$ cat src/rtl/axi_dma_mm2s_lite_ctrl.sv
// AXI4-Lite master that programs an AXI DMA MM2S channel (CR, SA, LENGTH),
// then polls DMASR until idle/IOC, reporting completion and errors.
// Ports: M_AXI_ACLK/M_AXI_ARESETN clock and async low reset; INIT_AXI_TXN
// start request (rising edge); M_AXI_* AXI4-Lite master channels
// AW/W/B/AR/R; TXN_DONE completion level; ERROR sticky error flag.
module axi_dma_mm2s_lite_ctrl #(
    parameter logic [31:0] C_M_TARGET_SLAVE_BASE_ADDR = 32'h0000_0000,
    parameter int          C_M_AXI_ADDR_WIDTH         = 32,
    parameter int          C_M_AXI_DATA_WIDTH         = 32,
    parameter logic [31:0] C_SRC_ADDR                 = 32'h1000_0000,
    parameter logic [31:0] C_XFER_LEN                 = 32'h0000_0400,
    parameter int          C_POLL_MAX                 = 1024
) (
    input  logic                              M_AXI_ACLK,
    input  logic                              M_AXI_ARESETN,
    input  logic                              INIT_AXI_TXN,
    output logic [C_M_AXI_ADDR_WIDTH-1:0]     M_AXI_AWADDR,
    output logic [2:0]                        M_AXI_AWPROT,
    output logic                              M_AXI_AWVALID,
    input  logic                              M_AXI_AWREADY,
    output logic [C_M_AXI_DATA_WIDTH-1:0]     M_AXI_WDATA,
    output logic [C_M_AXI_DATA_WIDTH/8-1:0]   M_AXI_WSTRB,
    output logic                              M_AXI_WVALID,
    input  logic                              M_AXI_WREADY,
    input  logic [1:0]                        M_AXI_BRESP,
    input  logic                              M_AXI_BVALID,
    output logic                              M_AXI_BREADY,
    output logic [C_M_AXI_ADDR_WIDTH-1:0]     M_AXI_ARADDR,
    output logic [2:0]                        M_AXI_ARPROT,
    output logic                              M_AXI_ARVALID,
    input  logic                              M_AXI_ARREADY,
    input  logic [C_M_AXI_DATA_WIDTH-1:0]     M_AXI_RDATA,
    input  logic [1:0]                        M_AXI_RRESP,
    input  logic                              M_AXI_RVALID,
    output logic                              M_AXI_RREADY,
    output logic                              TXN_DONE,
    output logic                              ERROR
);

    localparam int AW    = C_M_AXI_ADDR_WIDTH;
    localparam int DW    = C_M_AXI_DATA_WIDTH;
    localparam int CNT_W = $clog2(C_POLL_MAX + 1);
    localparam logic [CNT_W-1:0] CNT_LAST = CNT_W'(C_POLL_MAX - 1);

    localparam logic [31:0] OFF_CR  = 32'h00;
    localparam logic [31:0] OFF_SR  = 32'h04;
    localparam logic [31:0] OFF_SA  = 32'h18;
    localparam logic [31:0] OFF_LEN = 32'h28;

    typedef enum logic [2:0] {
        IDLE,
        WR_CR,
        WR_SA,
        WR_LEN,
        POLL,
        DONE
    } state_t;

    state_t           state;
    logic [1:0]       init_q;
    logic             start;
    logic             issued;
    logic [CNT_W-1:0] poll_cnt;

    logic [31:0]      wr_off;
    logic [31:0]      wr_val;
    state_t           wr_next;

    assign M_AXI_AWPROT = 3'b000;
    assign M_AXI_ARPROT = 3'b000;
    assign M_AXI_WSTRB  = '1;

    // init_q[0] is the newest sample, init_q[1] the one before it.
    assign start = init_q[0] & ~init_q[1];

    // Register address/data and successor for the current write state.
    always_comb begin
        wr_off  = OFF_CR;
        wr_val  = 32'h0000_0001;
        wr_next = WR_SA;
        unique case (state)
            WR_SA: begin
                wr_off  = OFF_SA;
                wr_val  = C_SRC_ADDR;
                wr_next = WR_LEN;
            end
            WR_LEN: begin
                wr_off  = OFF_LEN;
                wr_val  = C_XFER_LEN;
                wr_next = POLL;
            end
            default: begin
                wr_off  = OFF_CR;
                wr_val  = 32'h0000_0001;
                wr_next = WR_SA;
            end
        endcase
    end

    always_ff @(posedge M_AXI_ACLK or negedge M_AXI_ARESETN) begin
        if (!M_AXI_ARESETN) begin
            state         <= IDLE;
            init_q        <= 2'b00;
            issued        <= 1'b0;
            poll_cnt      <= '0;
            M_AXI_AWADDR  <= '0;
            M_AXI_AWVALID <= 1'b0;
            M_AXI_WDATA   <= '0;
            M_AXI_WVALID  <= 1'b0;
            M_AXI_BREADY  <= 1'b0;
            M_AXI_ARADDR  <= '0;
            M_AXI_ARVALID <= 1'b0;
            M_AXI_RREADY  <= 1'b0;
            TXN_DONE      <= 1'b0;
            ERROR         <= 1'b0;
        end else begin
            init_q <= {init_q[0], INIT_AXI_TXN};
            unique case (state)
                IDLE, DONE: begin
                    if (start) begin
                        state    <= WR_CR;
                        issued   <= 1'b0;
                        poll_cnt <= '0;
                        TXN_DONE <= 1'b0;
                        ERROR    <= 1'b0;
                    end
                end
                WR_CR, WR_SA, WR_LEN: begin
                    if (!issued) begin
                        M_AXI_AWADDR  <= AW'(C_M_TARGET_SLAVE_BASE_ADDR + wr_off);
                        M_AXI_WDATA   <= DW'(wr_val);
                        M_AXI_AWVALID <= 1'b1;
                        M_AXI_WVALID  <= 1'b1;
                        issued        <= 1'b1;
                    end else begin
                        if (M_AXI_AWVALID && M_AXI_AWREADY) begin
                            M_AXI_AWVALID <= 1'b0;
                        end
                        if (M_AXI_WVALID && M_AXI_WREADY) begin
                            M_AXI_WVALID <= 1'b0;
                        end
                        // BREADY is a single-cycle pulse raised after BVALID.
                        if (M_AXI_BREADY) begin
                            M_AXI_BREADY <= 1'b0;
                            if (M_AXI_BVALID) begin
                                issued <= 1'b0;
                                state  <= wr_next;
                                if (M_AXI_BRESP != 2'b00) begin
                                    ERROR <= 1'b1;
                                end
                            end
                        end else if (M_AXI_BVALID) begin
                            M_AXI_BREADY <= 1'b1;
                        end
                    end
                end
                POLL: begin
                    if (!issued) begin
                        M_AXI_ARADDR  <= AW'(C_M_TARGET_SLAVE_BASE_ADDR + OFF_SR);
                        M_AXI_ARVALID <= 1'b1;
                        issued        <= 1'b1;
                    end else begin
                        if (M_AXI_ARVALID && M_AXI_ARREADY) begin
                            M_AXI_ARVALID <= 1'b0;
                        end
                        if (M_AXI_RREADY) begin
                            M_AXI_RREADY <= 1'b0;
                            if (M_AXI_RVALID) begin
                                issued   <= 1'b0;
                                poll_cnt <= poll_cnt + CNT_W'(1);
                                if (M_AXI_RRESP != 2'b00) begin
                                    ERROR <= 1'b1;
                                end
                                // DMASR error bits win over Idle/IOC.
                                if (|M_AXI_RDATA[6:4]) begin
                                    ERROR    <= 1'b1;
                                    TXN_DONE <= 1'b1;
                                    state    <= DONE;
                                end else if (M_AXI_RDATA[1] || M_AXI_RDATA[12]) begin
                                    TXN_DONE <= 1'b1;
                                    state    <= DONE;
                                end else if (poll_cnt == CNT_LAST) begin
                                    ERROR    <= 1'b1;
                                    TXN_DONE <= 1'b1;
                                    state    <= DONE;
                                end
                            end
                        end else if (M_AXI_RVALID) begin
                            M_AXI_RREADY <= 1'b1;
                        end
                    end
                end
                default: begin
                    state <= IDLE;
                end
            endcase
        end
    end

endmodule

$ cat config.mk
export PLATFORM = sky130hd
export DESIGN_NAME = axi_dma_mm2s_lite_ctrl
export DESIGN_NICKNAME = d
export VERILOG_FILES = /design/src/rtl/axi_dma_mm2s_lite_ctrl.sv
export SDC_FILE = /design/constraint.sdc
export NUM_CORES = 1
export LEC_CHECK = 0
export ABC_AREA = 1
export BUFFER_PORTS_ARGS = -buffer_cell sky130_fd_sc_hd__buf_2
export CORE_AREA = 2 2 98 62
export CTS_BUF_LIST = sky130_fd_sc_hd__clkbuf_8
export DETAILED_ROUTE_END_ITERATION = 10
export DIE_AREA = 0 0 100 64
export PLACE_DENSITY = 0.92
export SETUP_SLACK_MARGIN = 0.1
export SLEW_MARGIN = 0
export SYNTH_ARGS = -nofsm -noshare
export SYNTH_HDL_FRONTEND = slang
export SYNTH_SLANG_ARGS = --single-unit
$ cat constraint.sdc
create_clock -name M_AXI_ACLK -period 1.75 [get_ports M_AXI_ACLK]
set_input_delay 0.175 -clock M_AXI_ACLK [delete_from_list [all_inputs] [get_ports M_AXI_ACLK]]
set_output_delay 0.175 -clock M_AXI_ACLK [all_outputs]
set_load 0.01 [all_outputs]
==> impl_metrics.json <==
{
  "synth_cell_types": 30,
  "die_w_um": 100,
  "htreeDepth": 2,
  "core_region_area_um2": 5470,
  "slew_viol_final": 0,
  "status": "complete, no violations",
  "worstHoldStart": "M_AXI_ARREADY",
  "critPathMaxFanout": 5,
  "end_kind": "flip-flop",
  "clockRootBuffer": "clkbuf_8",
  "hold-path-cell-count": 4,
  "finClkSkew_ns": 0.00757,
  "numCtsBuffers": 5,
  "power_leakage_nw": 1.31,
  "port_buffers": 30,
  "grt_pass1_vias": 1480,
  "dp_cells": 408,
  "ys_seq_elements": 29,
  "rsz0062_at_grt": "no",
  "clock_latency_ns": 0.29,
  "worstMarginPinSlew_ns": 0.669,
  "ys.flop_type": "dfrtp_1",
  "totalWireLength_mm": 4.56,
  "power_density_nw_per_um2": 1300,
  "ant_nets": 0,
  "hold_path.class": "in2reg",
  "vias": 1778,
  "ff2ff_setup_slack_ns": 0.18,
  "hold_viol_final": 0,
  "numClockSinks": 29,
  "syn_inst": 315,
  "synth-edff-count": 0,
  "timing.final.ws_setup_ns": 0.185,
  "max_freq_mhz": 639,
  "num_io_pins": 157,
  "num_rows": 21,
  "die_h_um": 64,
  "min_delay_worst_endpoint": "M_AXI_ARVALID",
  "layout.cells.non_filler": 418,
  "overflow": 0,
  "drt_iter0_markers": 123,
  "num-nets-final": 394,
  "peakVddDrop_v": 0.000652,
  "setup_viol": 0,
  "timing.final.crit_period_ns": 1.57,
  "drt-pass1-iter-count": 4,
  "synth_commonest_cells": "buf_4, nand2_1, dfrtp_1",
  "dp_slack_ns": 0.0806,
  "die_area_um2": 6400,
  "ys_seq_area_share_pct": 30.6,
  "antennaDiodeCount": 0,
  "viasPerCell": 4.25,
  "hold_ws_ns": 0.123,
  "yosysMostFrequentCell": "buf_4",
  "gp_congestion": 0.941,
  "antenna_found_initial": 0,
  "relSlewSlack_pct": 55.4,
  "grt_max_degree": 30,
  "initial_utilization_pct": 43.5,
  "reg2reg_from": "poll_cnt[0]",
  "drive_above_1_share_pct": 17.2,
  "yosysTopAreaCell": "buf_4",
  "max_cap_violations": 0,
  "syn_to_final_growth_pct": -2.16,
  "avgSynthCellArea_um2": 7.54,
  "critPathKind": "reg2reg",
  "fin_tns_setup_ns": 0,
  "syn_area_um2": 2370,
  "cts_tree": "done",
  "grt_use_total_pct": 14.3,
  "dp_hpwl_mm": 3.51,
  "cp.required_ns": 1.92,
  "drc": 0,
  "async_flop_share_pct": 100,
  "wire_per_inst_um": 10.9,
  "synthTopCellsByArea": "buf_4, dfrtp_1, nand2_1, nand3_1, nor2_1",
  "start_kind": "flip-flop",
  "synth_warnings": 0,
  "synth_top_area_share_pct": 32.2,
  "reg2reg_to": "state[1]",
  "fin_crit_sh_pct": 89.4,
  "reg2reg_depth": 8,
  "grt_pass1_wl_mm": 7.18,
  "total_power_mw": 3.03,
  "crit_arrival_ns": 1.74,
  "clk_pin_slew_worst_paths_ns": 0.06,
  "clockBufferDepth": 2
}
==> how the worst max path moves through the flow <==
| stage | start | endpoint | cells after the start |
|---|---|---|---|
| 6_report | poll_cnt[0] | state[1] | 8 |
| 5_1_grt | poll_cnt[0] | state[1] | 8 |
| 4_1_cts | poll_cnt[0] | state[1] | 8 |
| 3_5_place_dp | poll_cnt[0] | state[1] | 8 |
| 3_3_place_gp | poll_cnt[0] | state[1] | 8 |
| 2_1_floorplan | poll_cnt[0] | state[0] | 8 |
==> cells by family after synthesis <==
logic type / count (synthesis) / share of synthesized area [%]
AND/OR/NAND/NOR: 127 / 24.6
buffers and inverters: 126 / 36.5
AO/OA/AOI/OAI: 29 / 7.17
flip-flops: 29 / 30.6
other: 2 / 0.316
XOR/XNOR: 1 / 0.369
adder cells (fa/ha/maj): 1 / 0.527
==> sequential cells by signal (all words and copies together) (netlist names) <==
name / flops
ERROR: 1
M_AXI_ARADDR: 1
M_AXI_ARVALID: 1
M_AXI_AWADDR: 2
M_AXI_AWVALID: 1
M_AXI_BREADY: 1
M_AXI_RREADY: 1
M_AXI_WDATA: 2
M_AXI_WVALID: 1
TXN_DONE: 1
init_q: 2
issued: 1
poll_cnt: 11
state: 3
==> power breakdown <==
group | switching (mW) | total [mW] | internal [mW]
Clock | 0.256 | 0.562 | 0.306
Combinational | 0.971 | 1.42 | 0.448
Sequential | 0.183 | 1.04 | 0.862
==> layout by cell type (no fill, tap or decap), drive strengths merged, types with 3 or more instances in the layout <==
| cell | n |
|---|---|
| conb | 99 |
| nand2 | 69 |
| buf | 32 |
| dfrtp | 29 |
| nand3 | 25 |
| inv | 23 |
| nor2 | 23 |
| o21ai | 20 |
| clkbuf | 6 |
| nand4 | 3 |
| o21bai | 3 |
| a21o | 3 |
| or2 | 3 |
==> metal layers <==
metal | up-vias | wire [um] | global-route usage, %
met5 | - | 0 | 0
met4 | 0 | 88 | 6.51
met3 | 10 | 356 | 3.50
met2 | 80 | 2080 | 20.2
met1 | 827 | 2030 | 20.4
li1 | 861 | - | -
==> what timing repair did <==
action                                  in CTS  in global routing
hold buffers                                 2                  0
buffers inserted                             0                  1
gates resized for setup                      1                  3
endpoints found under the setup margin       2                  8
hold endpoints to repair                    30                  0
==> metrics by stage <==
step                      instance area [um2]  utilization, %
after floorplan                          2740               -
after global placement                   2200            40.3
after detailed placement                 2200            40.3
after CTS                                2310            42.3
after global routing                     2320            42.5
final                                    2320            42.5
==> critical path, cell delays in order (launching register included) <==
cell	delay, ns
dfrtp_1	0.41
ha_2	0.23
inv_1	0.06
nor2_2	0.15
nand3_1	0.15
nand2_2	0.14
inv_1	0.08
o21bai_1	0.17
nand2_1	0.07
==> cell type report <==
class,instances,area (um2)
Clock buffer,6,82.6
Clock inverter,1,3.75
Fill cell,554,3140
Inverter,22,85.1
Multi-Input combinational cell,257,1150
Sequential cell,29,727
Tap cell,69,86.3
Timing Repair Buffer,34,185
Power figures use the tool's default switching activity.
